[config.mk]
export PLATFORM = sky130hd
export DESIGN_NAME = barrel_shift_arbiter
export DESIGN_NICKNAME = d
export VERILOG_FILES = /design/src/rtl/fp_alu_pkg.sv /design/src/rtl/rr_arb2.sv /design/src/rtl/barrel_shift_arbiter.sv
export SDC_FILE = /design/constraint.sdc
export NUM_CORES = 1
export LEC_CHECK = 0
export ABC_AREA = 1
export BUFFER_PORTS_ARGS = -buffer_cell sky130_fd_sc_hd__clkbuf_2
export CORE_MARGIN = 5
export CORE_UTILIZATION = 37
export DETAILED_ROUTE_END_ITERATION = 7
export HOLD_SLACK_MARGIN = 0.15
export MAX_ROUTING_LAYER = met4
export PLACE_DENSITY_LB_ADDON = 0.3
export SLEW_MARGIN = 40
export SYNTH_ARGS = -nofsm -noshare
export SYNTH_HDL_FRONTEND = slang
export SYNTH_SLANG_ARGS = --single-unit
[constraint.sdc]
create_clock -name clk -period 1.7 [get_ports clk]
set_input_delay 0.17 -clock clk [delete_from_list [all_inputs] [get_ports clk]]
set_output_delay 0.17 -clock clk [all_outputs]
set_load 0.01 [all_outputs]
[src/rtl/fp_alu_pkg.sv]
// Shared FP ALU constants: shifter geometry, shift directions and requester IDs,
// plus the result-slot state encoding used by the shifter arbiter.
package fp_alu_pkg;
  localparam int SH_WIDTH = 16;
  localparam int SH_AMTW  = 4;

  localparam logic SH_LEFT  = 1'b0;
  localparam logic SH_RIGHT = 1'b1;

  localparam logic ID_A = 1'b0;
  localparam logic ID_B = 1'b1;

  typedef enum logic {
    SLOT_EMPTY = 1'b0,
    SLOT_FULL  = 1'b1
  } slot_state_e;
endpackage

[src/rtl/rr_arb2.sv]
// Two-way round-robin arbiter: on a tie the port not granted last wins.
// The pointer starts at B so that A takes the first tie after reset.
module rr_arb2
  import fp_alu_pkg::*;
(
  input  logic clk,
  input  logic rst,
  input  logic req_a,
  input  logic req_b,
  input  logic en,
  output logic gnt_a,
  output logic gnt_b
);

  logic last_r;

  // Grant decode; nothing is granted while disabled
  always_comb begin
    gnt_a = 1'b0;
    gnt_b = 1'b0;
    if (en) begin
      if (req_a && req_b) begin
        gnt_a = (last_r == ID_B);
        gnt_b = (last_r == ID_A);
      end else begin
        gnt_a = req_a;
        gnt_b = req_b;
      end
    end else begin
      gnt_a = 1'b0;
      gnt_b = 1'b0;
    end
  end

  // Last-granted pointer, moved only by an actual grant
  always_ff @(posedge clk or posedge rst) begin
    if (rst) begin
      last_r <= ID_B;
    end else if (gnt_a) begin
      last_r <= ID_A;
    end else if (gnt_b) begin
      last_r <= ID_B;
    end else begin
      last_r <= last_r;
    end
  end

endmodule

[src/rtl/barrel_shift_arbiter.sv]
// Shares one external combinational barrel shifter between the A and B requesters
// and captures the shifted value in a one-entry valid/ready result slot.
module barrel_shift_arbiter
  import fp_alu_pkg::*;
#(
  parameter int WIDTH = SH_WIDTH,
  parameter int AMTW  = SH_AMTW
) (
  input  logic             clk,
  input  logic             rst,
  input  logic             a_valid,
  output logic             a_ready,
  input  logic [WIDTH-1:0] a_data,
  input  logic [AMTW-1:0]  a_amt,
  input  logic             a_dir,
  input  logic             b_valid,
  output logic             b_ready,
  input  logic [WIDTH-1:0] b_data,
  input  logic [AMTW-1:0]  b_amt,
  input  logic             b_dir,
  output logic [WIDTH-1:0] sh_in,
  output logic [AMTW-1:0]  sh_amt,
  output logic             sh_dir,
  input  logic [WIDTH-1:0] sh_out,
  output logic             res_valid,
  input  logic             res_ready,
  output logic [WIDTH-1:0] res_data,
  output logic             res_id
);

  slot_state_e      state_r;
  slot_state_e      state_nxt_s;
  logic [WIDTH-1:0] res_data_r;
  logic             res_id_r;
  logic             free_s;
  logic             arb_en_s;
  logic             gnt_a_s;
  logic             gnt_b_s;
  logic             grant_s;

  // The slot can take a new result when empty or when it drains this cycle;
  // holding the arbiter off during reset keeps requests from being accepted then.
  assign free_s   = (state_r == SLOT_EMPTY) || res_ready;
  assign arb_en_s = free_s && !rst;
  assign grant_s  = gnt_a_s || gnt_b_s;

  rr_arb2 u_arb (
    .clk   (clk),
    .rst   (rst),
    .req_a (a_valid),
    .req_b (b_valid),
    .en    (arb_en_s),
    .gnt_a (gnt_a_s),
    .gnt_b (gnt_b_s)
  );

  // Route the granted port onto the shifter lines, zero when idle
  always_comb begin
    sh_in  = {WIDTH{1'b0}};
    sh_amt = {AMTW{1'b0}};
    sh_dir = SH_LEFT;
    if (gnt_a_s) begin
      sh_in  = a_data;
      sh_amt = a_amt;
      sh_dir = a_dir;
    end else if (gnt_b_s) begin
      sh_in  = b_data;
      sh_amt = b_amt;
      sh_dir = b_dir;
    end else begin
      sh_in  = {WIDTH{1'b0}};
      sh_amt = {AMTW{1'b0}};
      sh_dir = SH_LEFT;
    end
  end

  // Result slot next state
  always_comb begin
    state_nxt_s = state_r;
    case (state_r)
      SLOT_EMPTY: begin
        if (grant_s) begin
          state_nxt_s = SLOT_FULL;
        end else begin
          state_nxt_s = SLOT_EMPTY;
        end
      end
      SLOT_FULL: begin
        if (grant_s) begin
          state_nxt_s = SLOT_FULL;
        end else if (res_ready) begin
          state_nxt_s = SLOT_EMPTY;
        end else begin
          state_nxt_s = SLOT_FULL;
        end
      end
      default: state_nxt_s = SLOT_EMPTY;
    endcase
  end

  // Slot state and captured shifter result
  always_ff @(posedge clk or posedge rst) begin
    if (rst) begin
      state_r    <= SLOT_EMPTY;
      res_data_r <= {WIDTH{1'b0}};
      res_id_r   <= ID_A;
    end else begin
      state_r <= state_nxt_s;
      if (grant_s) begin
        res_data_r <= sh_out;
        res_id_r   <= gnt_b_s ? ID_B : ID_A;
      end else begin
        res_data_r <= res_data_r;
        res_id_r   <= res_id_r;
      end
    end
  end

  assign a_ready   = gnt_a_s;
  assign b_ready   = gnt_b_s;
  assign res_valid = (state_r == SLOT_FULL);
  assign res_data  = res_data_r;
  assign res_id    = res_id_r;

endmodule

==> impl_results.md, run 1 <==
- Area of the die: 4410 um2
- Maximum number of pins on one net before global-route repair: 23
- Iteration-0 DRC count of the detailed router: 41
- Routed via count divided by cell count: 4.43
- Footprint of the multi-input gates: 644 um2
- Data arrival time of the worst path: ~1600 ps
- Routability-driven placement congestion ratio: 0.728
- Post-synth design cell area: around 1200 um2
- Relative max-transition margin: 0.728
- Initial core utilization: 0.385
- Number of antenna violations at the first check in global routing: 0
- Cell Rows: 20
- Flop and latch count out of synthesis: 19
- Final wirelength: approximately 4000 um
- Unique masters post-synth: 16
- Type of the most critical hold path: in2reg
- Fill cell instance count of the final layout: just under 300
- Clock latency on the worst-skew pair: roughly 300 ps
- Total Nets Final: around 350
- Tcrit/Tclk final: 1.01
- Count of buffers inserted at the top-level ports: between 100 and 150
- Tot GR Track Use: 0.183
- Synth-to-layout area growth: 72.9%
- CP max FO: 6
- Root Buffer Master: sky130_fd_sc_hd__clkbuf_4
- Post-synthesis average cell area: around 7.4 um2
- Achievable clock frequency: slightly below 0.6 GHz
- Clock transition at the registers of the reported paths: 120 ps
- Die extent in x: between 60 and 70 um
- Top Ports: about 100
- Status: complete, but fails checks
- Maximum buffer depth of the clock tree: 2
- Yosys warning count: 0
- Kind of end point of the critical path: output pin
- Aggregate negative setup slack: -32.9 ps
- Number of clock buffers inserted by TritonCTS: 3
- Number of nets produced by synthesis: between 200 and 250
- Critical path required time: between 1500 and 2000 ps
- H-tree depth: 1
- Critical path launch point type: register
- Pins Over Slew Limit: 0
- Setup repair after global routing missed its margin: yes
- Count of max-cap constraint violations: 0
- PwrDens: 798 nW/um2
- Final worst clock skew: approximately 11 ps
- Core Box Area: 3050 um2
- Die height: 66.4 um
- Share of the yosys chip area belonging to registers: 0.405
- Violated checks: setup timing
- Worst setup margin: -16.3 ps
- Slew of the pin with the lowest slew margin: a little over 400 ps
- Worst ir drop on vdd: around 0.47 mV
- Static leakage: 1.27 nW
- Reg area: between 400 and 500 um2
- Initial DRT Pass Iterations: 6
- Setup violators final: 3
- Total vias in the final route: between 1,000 and 1,500
- Drt drc: 0
- Share of post-route cells with drive strength above 1: 0.527
- Hpwl dp: 2900 um
- Clock tree from TritonCTS: done
- Wire length per cell after detailed routing: between 10 and 15 um
- Number of nets still failing antenna checks after routing: 0
- Worst Path Class, Setup: reg2out
- Clock sink total: 19
- Cells after Synth: between 150 and 200
- Vias in the first global route: between 1,000 and 1,500
- Placement-stage worst setup slack: 198 ps
- GRT overflow: 0
- Final Hold Violating Endpoints: 0
- ANT cells: 0
- Global-route wire length before repair: 6200 um
- Clock period minus worst slack: roughly 1700 ps
-- cell type report --
cell class              count  share of cell area
repair buffers            126               0.375
multi-input cells         126               0.317
flip-flops and latches     19               0.234
well taps                  44              0.0271
inverters                   6              0.0197
repair inverters            2              0.0123
clock buffers               3              0.0111
clock inverters             1             0.00369
-- sequential cells by signal, indices dropped and copies added (netlist names) --
| signal | cells |
|---|---|
| res_data | 16 |
| res_id | 1 |
| res_valid | 1 |
| u_arb.last_r | 1 |
-- metal layers --
| layer | wire (um) | GRT usage | share of wire |
|---|---|---|---|
| met1 | 1500 | 0.195 | 0.37 |
| met5 | 0 | - | 0 |
| met3 | 282 | 0.0374 | 0.070 |
| met2 | 2230 | 0.342 | 0.56 |
| met4 | 0 | 0.0482 | 0 |
-- stage by stage --
| stage | instance area (um2) | power (mW) | utilization | hold WS [ps] | instances |
|---|---|---|---|---|---|
| 5_1_grt | 2030 | 1.75 | 0.666 | 210 | 327 |
| 3_3_place_gp | 1680 | 1.29 | 0.550 | 256 | 301 |
| 4_1_cts | 1930 | 1.60 | 0.634 | 190 | 326 |
| 2_1_floorplan | 1180 | 1.03 | - | 129 | 159 |
| 6_report | 2030 | 1.62 | 0.666 | 196 | 327 |
| 3_5_place_dp | 1680 | 1.30 | 0.550 | 258 | 301 |
-- kinds of logic (layout without fill, tap and decap cells) --
| kind of cell | Yosys count | in the layout | share of synthesized area |
|---|---|---|---|
| flip-flops | 19 | 19 | 0.405 |
| buffers and inverters | 14 | 138 | 0.0979 |
| AO/OA/AOI/OAI | 4 | 4 | 0.0447 |
| AND/OR/NAND/NOR | 122 | 122 | 0.452 |
-- path summary, 6_finish.rpt --
kind | startpoint | endpoint | slack [ps] | cells past startpoint
worst min-delay path | res_ready | res_valid | 200 | 4
max in group asynchronous | rst | u_arb.last_r | 970 | 4
worst min register to register | res_id | res_id | 510 | 2
worst max-delay path | u_arb.last_r | sh_amt[3] | -20 | 7
min in group asynchronous | rst | res_data[3] | 480 | 4
worst max register to register | u_arb.last_r | res_data[10] | 150 | 8
-- cell usage after synthesis, drive strengths merged --
| cell | number | area [um2] |
|---|---|---|
| a21oi | 3 | 41.3 |
| buf | 8 | 91.3 |
| nand2 | 105 | 412 |
| dfrtp | 18 | 450 |
| nand3 | 17 | 120 |
| clkinv | 1 | 5.00 |
| inv | 5 | 18.8 |
| dfstp | 1 | 26.3 |
| a21boi | 1 | 11.3 |
-- critical path, cell delays in order (launching register included) --
cell,delay [ps]
sky130_fd_sc_hd__dfstp_2,550
sky130_fd_sc_hd__inv_2,40
sky130_fd_sc_hd__a21boi_2,170
sky130_fd_sc_hd__nand2_4,140
sky130_fd_sc_hd__clkinv_4,110
sky130_fd_sc_hd__nand2_1,60
sky130_fd_sc_hd__nand2_1,70
sky130_fd_sc_hd__buf_6,100
-- placed cells by master (no fill, tap or decap), drive strengths merged --
cell type,count
a21boi,1
dlygate4sd3,17
clkinv,3
a21oi,3
dfrtp,18
buf,27
nand3,17
clkbuf,85
dfstp,1
nand2,105
inv,5
clkinvlp,1
-- power by group --
part,total [mW],internal [mW],switching [mW],leakage [nW]
combinational,0.736,0.344,0.392,1.02
sequential,0.656,0.576,0.0797,0.234
clock,0.230,0.0895,0.141,0.0139
total,1.62,1.01,0.613,1.27
-- repair_timing --
action | 4_1_cts | 5_1_grt
buffers inserted | 2 | 1
hold buffers | 17 | 0
resized for setup | 6 | 45
pin swaps | 0 | 8
cloned | 2 | 0
endpoints found under the setup margin | 22 | 21
hold endpoints to repair | 34 | 0
Note: power is estimated with default switching activity, not from simulation.
==> inputs of run 2 (changes only) <==
ABC_AREA = not set   (was 1)
CORE_UTILIZATION = 39   (was 37)
==> run 2 against run 1 <==
The flow still finishes with violations (setup timing); global-route usage up 0.73 points; power shrank 7.7%; area after synthesis increased by 7.3%; sequential power shrank 10%; clock-buffer cell count unchanged; critical path depth down 2; critical path type unchanged; largest power group unchanged.
==> impl_results.md, run 2 <==
- Worst Hold Slack: 231 ps (was 196 ps)
- Total design power: 1.50 mW (was 1.62 mW)
- Final wirelength: 4380 um (was 4010 um)
- Critical Path, Cell by Cell: nor2b_2 > buf_12 > o21ai_0 > a21oi_2 > buf_2 (was inv_2 > a21boi_2 > nand2_4 > clkinv_4 > nand2_1 > nand2_1 > buf_6)
- Area of the die: 4470 um2 (was 4410 um2)
- Yosys top cell area share: 0.357 (was 0.383)
- Number of clock buffers inserted by TritonCTS: 3 (unchanged)
- Fill cell instance count of the final layout: 257 (was 292)
- Number of enable flip-flop cells after synthesis: 0 (unchanged)
- Global-route wire length before repair: 6350 um (was 6200 um)
- CP max FO: 43 (was 6)
- Synth-to-layout area growth: 69.2% (was 72.9%)
- Data arrival time of the worst path: 1540 ps (was 1550 ps)
- Leading cell types by total area after synthesis: sky130_fd_sc_hd__dfrtp_1 36%, sky130_fd_sc_hd__mux2_4 19%, sky130_fd_sc_hd__nand3b_1 12% (was sky130_fd_sc_hd__dfrtp_1 38%, sky130_fd_sc_hd__nand2_1 33%, sky130_fd_sc_hd__nand3_2 6.0%)
- Placed cell areas: 1790 um2 (was 1680 um2)
- Post-synth design cell area: 1260 um2 (was 1180 um2)
- Critical path required time: 1530 ps (about the same)
- Cell type with the largest total area after synthesis: sky130_fd_sc_hd__dfrtp_1 (unchanged)
- Cells after Synth: 126 (was 159)
- Die extent in x: 66.9 um (was 66.4 um)
- Top Ports: 104 (unchanged)
- Violated checks: setup timing (unchanged)
- Worst ir drop on vdd: 0.565 mV (was 0.470 mV)
- Total vias in the final route: 1,445 (was 1,448)
- Static leakage: 1.08 nW (was 1.27 nW)
- Kind of end point of the critical path: output pin (unchanged)
- Async SR Flop Fraction: 1.00 (unchanged)
- Hpwl dp: 2820 um (was 2900 um)
- Relative max-transition margin: 0.558 (was 0.728)
- Clock power share: 0.143 (was 0.142)
- Most instantiated cells after synthesis: 21 x sky130_fd_sc_hd__a21oi_1, 21 x sky130_fd_sc_hd__nand3b_1, 21 x sky130_fd_sc_hd__o21ai_0 (was 102 x sky130_fd_sc_hd__nand2_1, 18 x sky130_fd_sc_hd__dfrtp_1, 10 x sky130_fd_sc_hd__nand3_1)
- PwrDens: 701 nW/um2 (was 798 nW/um2)
- Clock period minus worst slack: 1710 ps (was 1720 ps)
- Count of max-cap constraint violations: 0 (unchanged)
- End-of-flow core utilization: 0.694 (was 0.666)
- Number of nets produced by synthesis: 189 (was 222)
- Post-route design area: 2140 um2 (was 2030 um2)
- ANT cells: 0 (unchanged)
- Initial DRT Pass Iterations: 5 (was 6)
- Pins Over Slew Limit: 0 (unchanged)
- Power dissipated by switching net loads: 0.493 mW (was 0.613 mW)
- Worst Path Class, Setup: reg2out (unchanged)
- Cell Rows: 20 (unchanged)
- Setup repair after global routing missed its margin: yes (unchanged)
- Root Buffer Master: sky130_fd_sc_hd__clkbuf_4 (unchanged)
- Tcrit/Tclk final: 1.00 (was 1.01)
- Most common cell after layout, fill and taps aside: sky130_fd_sc_hd__clkbuf_2 (was sky130_fd_sc_hd__nand2_1)
- Unique masters post-synth: 22 (was 16)
- Die height: 66.9 um (was 66.4 um)
- Final Hold Violating Endpoints: 0 (unchanged)
- Status: complete, but fails checks (unchanged)
- Maximum number of pins on one net before global-route repair: 44 (was 23)
- Tot GR Track Use: 0.191 (was 0.183)
- Part of the total power dissipated in sequential elements: 0.394 (was 0.404)
- Yosys warning count: 0 (unchanged)
- Routability-driven placement congestion ratio: 0.739 (was 0.728)
- Achievable clock frequency: 0.586 GHz (was 0.583 GHz)
- P_int: 1.01 mW (about the same)
- Clock latency on the worst-skew pair: 290 ps (was 300 ps)
- Most instantiated flip-flop cell in the synthesis netlist: sky130_fd_sc_hd__dfrtp_1 (unchanged)
- Wire length per cell after detailed routing: 15.1 um (was 12.3 um)
- Share of post-route cells with drive strength above 1: 0.640 (was 0.527)
- Slew of the pin with the lowest slew margin: 663 ps (was 407 ps)
- Maximum buffer depth of the clock tree: 2 (unchanged)
- Logic pwr share: 0.463 (was 0.454)
- Longest individual stage delay on the worst path: 550 ps (about the same)
- Number of nets still failing antenna checks after routing: 0 (unchanged)
- Cell class contributing the biggest share of worst-path delay: flip-flops (unchanged)
- Clock tree from TritonCTS: done (unchanged)
- Total Nets Final: 311 (was 347)
- H-tree depth: 1 (unchanged)
- Worst setup margin: -7.34 ps (was -16.3 ps)
- Type of the most critical hold path: in2reg (unchanged)
- Highest-count cells in the layout ignoring fill and taps: 82 x sky130_fd_sc_hd__clkbuf_2, 21 x sky130_fd_sc_hd__nand3b_1, 21 x sky130_fd_sc_hd__buf_2 (was 88 x sky130_fd_sc_hd__nand2_1, 82 x sky130_fd_sc_hd__clkbuf_2, 18 x sky130_fd_sc_hd__dfrtp_1)
- Iteration-0 DRC count of the detailed router: 106 (was 41)
- Final worst clock skew: 3.50 ps (was 11.3 ps)
- GRT overflow: 0 (unchanged)
- Number of flip-flops in the largest register: 16 (unchanged)
- Clock transition at the registers of the reported paths: 100 ps (was 120 ps)
- Switching part of the total power: 0.329 (was 0.378)
- Count of buffers inserted at the top-level ports: 103 (unchanged)
- Total buffers and inverters traversed by the critical path: 2 (was 3)
- Clock sink total: 19 (unchanged)
- Drt drc: 0 (unchanged)
- Vias in the first global route: 1,383 (was 1,398)
- Flop and latch count out of synthesis: 19 (unchanged)
- Critical path launch point type: register (unchanged)
- Core Box Area: 3080 um2 (was 3050 um2)
- Aggregate negative setup slack: -13.8 ps (was -32.9 ps)
- Initial core utilization: 0.410 (was 0.385)
- Post-synthesis average cell area: 10.0 um2 (was 7.40 um2)
- Number of antenna violations at the first check in global routing: 0 (unchanged)
- Routed via count divided by cell count: 4.97 (was 4.43)
- Cell with the largest stage delay on the worst path: sky130_fd_sc_hd__dfstp_2 (unchanged)
- Setup violators final: 2 (was 3)
- Share of the yosys chip area belonging to registers: 0.378 (was 0.405)
## run 2: changes by cell type after synthesis, moves of 10 or more
cell,change
sky130_fd_sc_hd__nand2_1,-101
sky130_fd_sc_hd__a21oi_1,+21
sky130_fd_sc_hd__nand3b_1,+21
sky130_fd_sc_hd__o21ai_0,+21
sky130_fd_sc_hd__mux2_4,+16
sky130_fd_sc_hd__nand3_1,-10
## run 2: layout make-up
class | instances | area, um2 | share of cell area
timing repair buffer | 126 | 743 | 0.348
sequential | 19 | 477 | 0.223
clock buffer | 3 | 22.5 | 0.0105
inverter | 2 | 7.51 | 0.00351
tap | 44 | 55.1 | 0.0258
clock inverter | 1 | 5.00 | 0.00234
multi-input combinational | 96 | 826 | 0.387
## run 2: layer usage
layer / vias to the layer above / GRT usage / wire, um
met1: 661 / 0.204 / 1660
met4: 0 / 0.0608 / 66
met3: 6 / 0.0506 / 551
li1: 703 / - / -
met2: 75 / 0.340 / 2110
met5: - / - / 0
## run 2: final timing paths
kind	end	depth (start not counted)	slack [ps]	startpoint
worst max-delay path	sh_in[9]	5	-7	u_arb.last_r
worst min register to register	res_data[4]	1	520	res_data[4]
worst min-delay path	res_valid	3	230	res_ready
min in group asynchronous	res_data[13]	3	620	rst
max in group asynchronous	res_id	3	660	rst
worst max register to register	res_data[12]	4	70	res_valid
## run 2: through the flow
step	setup slack, ps	instances
floorplan	118	126
CTS	-24.7	289
finish	-7.34	291
detailed placement	51.5	263
global route	-77.8	291
global placement	75.2	263
## run 2: timing repair
action	in CTS	in global routing
setup buffers	2	1
resized for setup	6	44
hold endpoints to repair	34	0
setup endpoints to repair	21	23
gates cloned	3	1
pin swaps	3	4
hold buffers	17	0
## run 2: cells by family after synthesis
logic type	synth area share
mux	0.190
flops	0.378
buf+inv	0.0714
simple gates	0.179
compound gates	0.181
## run 2: power by group through the flow
| stage | clock network, mW | registers, mW | logic (mW) |
|---|---|---|---|
| after CTS | 0.227 | 0.591 | 0.647 |
| after floorplan | 0 | 0.630 | 0.327 |
| after global placement | 0 | 0.597 | 0.583 |
| after detailed placement | 0 | 0.596 | 0.588 |
| final | 0.214 | 0.590 | 0.694 |
| after global routing | 0.240 | 0.600 | 0.753 |
## run 2: worst min-delay path, cell delays in order
cell                       delay, ps
sky130_fd_sc_hd__clkbuf_2        110
sky130_fd_sc_hd__nor2b_4          60
sky130_fd_sc_hd__nand2b_1        140
==> inputs of run 3 (changes only) <==
CTS_CLUSTER_SIZE = 16   (was not set)
PLACE_DENSITY = 0.86   (was not set)
PLACE_DENSITY_LB_ADDON = not set   (was 0.3)
==> run 3 against run 2 <==
The run still ends with setup timing left; power rose by 2.8%; clock power is essentially flat; first-iteration DRC count is 39% higher; sequential power increased by 1%; highest routed layer unchanged; critical path type unchanged.
==> impl_results.md, run 3 (synthesized netlist as in run 2, its figures left out) <==
- Status: complete, but fails checks (unchanged)
- Violated checks: setup timing (unchanged)
- Synth-to-layout area growth: 71.4% (was 69.2%)
- Clock tree from TritonCTS: done (unchanged)
- Total buffers and inverters traversed by the critical path: 1 (was 2)
- Routed via count divided by cell count: 5.13 (was 4.97)
- Root Buffer Master: sky130_fd_sc_hd__clkbuf_4 (unchanged)
- Final worst clock skew: 2.82 ps (was 3.50 ps)
- Post-route design area: 2160 um2 (was 2140 um2)
- Initial DRT Pass Iterations: 4 (was 5)
- Hold path cells: 3 (unchanged)
- Aggregate negative setup slack: -40.6 ps (was -13.8 ps)
- Relative max-transition margin: 0.543 (was 0.558)
- Clock latency on the worst-skew pair: 290 ps (about the same)
- Top Ports: 104 (unchanged)
- Placement-stage worst setup slack: -3.44 ps (was 51.5 ps)
- Final wirelength: 4780 um (was 4380 um)
- Longest individual stage delay on the worst path: 450 ps (was 550 ps)
- Clock transition at the registers of the reported paths: 100 ps (about the same)
- Highest-count cells in the layout ignoring fill and taps: 85 x sky130_fd_sc_hd__clkbuf_2, 21 x sky130_fd_sc_hd__nand3b_1, 18 x sky130_fd_sc_hd__buf_2, 18 x sky130_fd_sc_hd__dfrtp_1 (was 82 x sky130_fd_sc_hd__clkbuf_2, 21 x sky130_fd_sc_hd__nand3b_1, 21 x sky130_fd_sc_hd__buf_2)
- End-of-flow core utilization: 0.703 (was 0.694)
- Type of the most critical hold path: in2reg (unchanged)
- Clock sink total: 19 (unchanged)
- Wire length per cell after detailed routing: 16.5 um (was 15.1 um)
- Reg area: 477 um2 (unchanged)
- Cell class contributing the biggest share of worst-path delay: simple AND/OR/NAND/NOR gates (was flip-flops)
- Met2 track demand over resource: 0.381 (was 0.340)
- Setup slack on the worst flop-to-flop path: 150 ps (was 70 ps)
- Post-Place Cells: 262 (was 263)
- Vias in the first global route: 1,522 (was 1,383)
- Critical path required time: 1530 ps (about the same)
- Fill cell instance count of the final layout: 264 (was 257)
- Global-route wire length before repair: 7130 um (was 6350 um)
- GRT overflow: 0 (unchanged)
- Slew of the pin with the lowest slew margin: 684 ps (was 663 ps)
- Fraction of met3 tracks used by global routing: 0.0573 (was 0.0506)
- Data arrival time of the worst path: 1540 ps (about the same)
- Min-Delay Startpoint: res_ready (unchanged)
- Pins Over Slew Limit: 0 (unchanged)
- Maximum buffer depth of the clock tree: 2 (unchanged)
- Cell with the largest stage delay on the worst path: sky130_fd_sc_hd__or3_4 (was sky130_fd_sc_hd__dfstp_2)
- Global routing's busiest layer: met2 (unchanged)
- Critical path launch point type: register (unchanged)
- Setup repair after global routing missed its margin: yes (unchanged)
- Setup violators final: 6 (was 2)
- R2r endpoint: res_data[11] (was res_data[12])
- Reg2reg start: res_valid (unchanged)
- Depth of the worst register-to-register path: 4 (unchanged)
- Share of post-route cells with drive strength above 1: 0.630 (was 0.640)
- P_int: 1.02 mW (was 1.01 mW)
- Startpoint of the worst setup timing path: res_valid (was u_arb.last_r)
- Hpwl dp: 3010 um (was 2820 um)
- Count of buffers inserted at the top-level ports: 103 (unchanged)
- Tot GR Track Use: 0.213 (was 0.191)
- Die height: 66.9 um (unchanged)
- PwrDens: 712 nW/um2 (was 701 nW/um2)
- Maximum number of pins on one net before global-route repair: 44 (unchanged)
- Switching part of the total power: 0.335 (was 0.329)
- Final Hold Violating Endpoints: 0 (unchanged)
- Worst Hold End: res_valid (unchanged)
- Critical Path, Cell by Cell: nor2b_4 > or3_4 > a21oi_2 > buf_2 (was nor2b_2 > buf_12 > o21ai_0 > a21oi_2 > buf_2)
- Achievable clock frequency: 0.583 GHz (was 0.586 GHz)
- Placed cell areas: 1780 um2 (was 1790 um2)
- Number of nets still failing antenna checks after routing: 0 (unchanged)
- Logic pwr share: 0.473 (was 0.463)
- Area of the die: 4470 um2 (unchanged)
- Cell Rows: 20 (unchanged)
- Total Nets Final: 310 (was 311)
- CP max FO: 8 (was 43)
- Initial core utilization: 0.410 (unchanged)
- Power dissipated by switching net loads: 0.516 mW (was 0.493 mW)
- Part of the total power dissipated in sequential elements: 0.388 (was 0.394)
- Count of max-cap constraint violations: 0 (unchanged)
- H-tree depth: 1 (unchanged)
- Global routing met1 resource utilization: 0.233 (was 0.204)
- Total vias in the final route: 1,487 (was 1,445)
- Static leakage: 1.09 nW (was 1.08 nW)
- Kind of end point of the critical path: output pin (unchanged)
- Clock period minus worst slack: 1710 ps (about the same)
- Iteration-0 DRC count of the detailed router: 147 (was 106)
- ANT cells: 0 (unchanged)
- Worst setup margin: -14.1 ps (was -7.34 ps)
- Routability-driven placement congestion ratio: 0.725 (was 0.739)
- Die extent in x: 66.9 um (unchanged)
- Clock power share: 0.140 (was 0.143)
- Number of antenna violations at the first check in global routing: 0 (unchanged)
- Worst Path Class, Setup: reg2out (unchanged)
- Worst ir drop on vdd: 0.515 mV (was 0.565 mV)
- Non-Filler Instances: 290 (was 291)
- Number of flip-flops in the largest register: 16 (unchanged)
- Number of clock buffers inserted by TritonCTS: 3 (unchanged)
- Footprint of the multi-input gates: 831 um2 (was 826 um2)
- Drt drc: 0 (unchanged)
- Tcrit/Tclk final: 1.01 (was 1.00)
- Core Box Area: 3080 um2 (unchanged)
- Most common cell after layout, fill and taps aside: sky130_fd_sc_hd__clkbuf_2 (unchanged)
run 3: changes by cell type in the layout (fill, tap and decap cells not counted), moves of 2 or more:
cell,before,now
sky130_fd_sc_hd__a21oi_2,20,17
sky130_fd_sc_hd__buf_2,21,18
sky130_fd_sc_hd__o21ai_0,18,16
sky130_fd_sc_hd__clkbuf_2,82,85
sky130_fd_sc_hd__a21oi_1,1,3
sky130_fd_sc_hd__buf_4,5,2
sky130_fd_sc_hd__o21ai_1,3,5
run 3: area by class of cell:
type                    count  share of cell area
clock inverters             1             0.00231
inverters                   2             0.00347
repair buffers            125               0.354
multi-input cells          96               0.384
clock buffers               3              0.0104
well taps                  44              0.0254
flip-flops and latches     19               0.220
run 3: worst max-delay path by stage:
stage	end	slack, ps	depth (start not counted)
2_1_floorplan	sh_amt[0]	120	5
3_3_place_gp	sh_in[15]	-5	4
3_5_place_dp	sh_in[15]	-3	4
4_1_cts	sh_in[15]	-60	4
5_1_grt	sh_amt[2]	-80	5
6_report	sh_in[12]	-10	4
run 3: through the flow:
stage | power [mW] | hold WS, ps
after floorplan | 0.957 | 120
after global placement | 1.18 | 294
after detailed placement | 1.19 | 329
after CTS | 1.48 | 218
after global routing | 1.64 | 238
final | 1.54 | 229
run 3: tightest hold or removal path: stages:
cell	delay (ps)
sky130_fd_sc_hd__clkbuf_2	100
sky130_fd_sc_hd__nor2b_4	60
sky130_fd_sc_hd__nand2b_1	140
run 3: power by group through the flow:
stage / Combinational (mW) / Sequential (mW) / Clock, mW
floorplan: 0.327 / 0.630 / 0
global placement: 0.579 / 0.598 / 0
detailed placement: 0.593 / 0.596 / 0
CTS: 0.667 / 0.593 / 0.224
global route: 0.789 / 0.608 / 0.240
finish: 0.728 / 0.597 / 0.215
run 3: timing repair:
item                                    in CTS  in global routing
setup buffers                                1                  1
gates cloned                                 3                  2
pin swaps                                    4                  5
gates resized for setup                     15                 34
hold endpoints to repair                    34                  0
endpoints found under the setup margin      21                 23
hold buffers                                17                  0
run 3: metal layers:
layer / routed length, um / vias up
met1: 1770 / 700
met3: 582 / 2
met2: 2400 / 86
met4: 24 / 0
met5: 0 / -
li1: - / 699
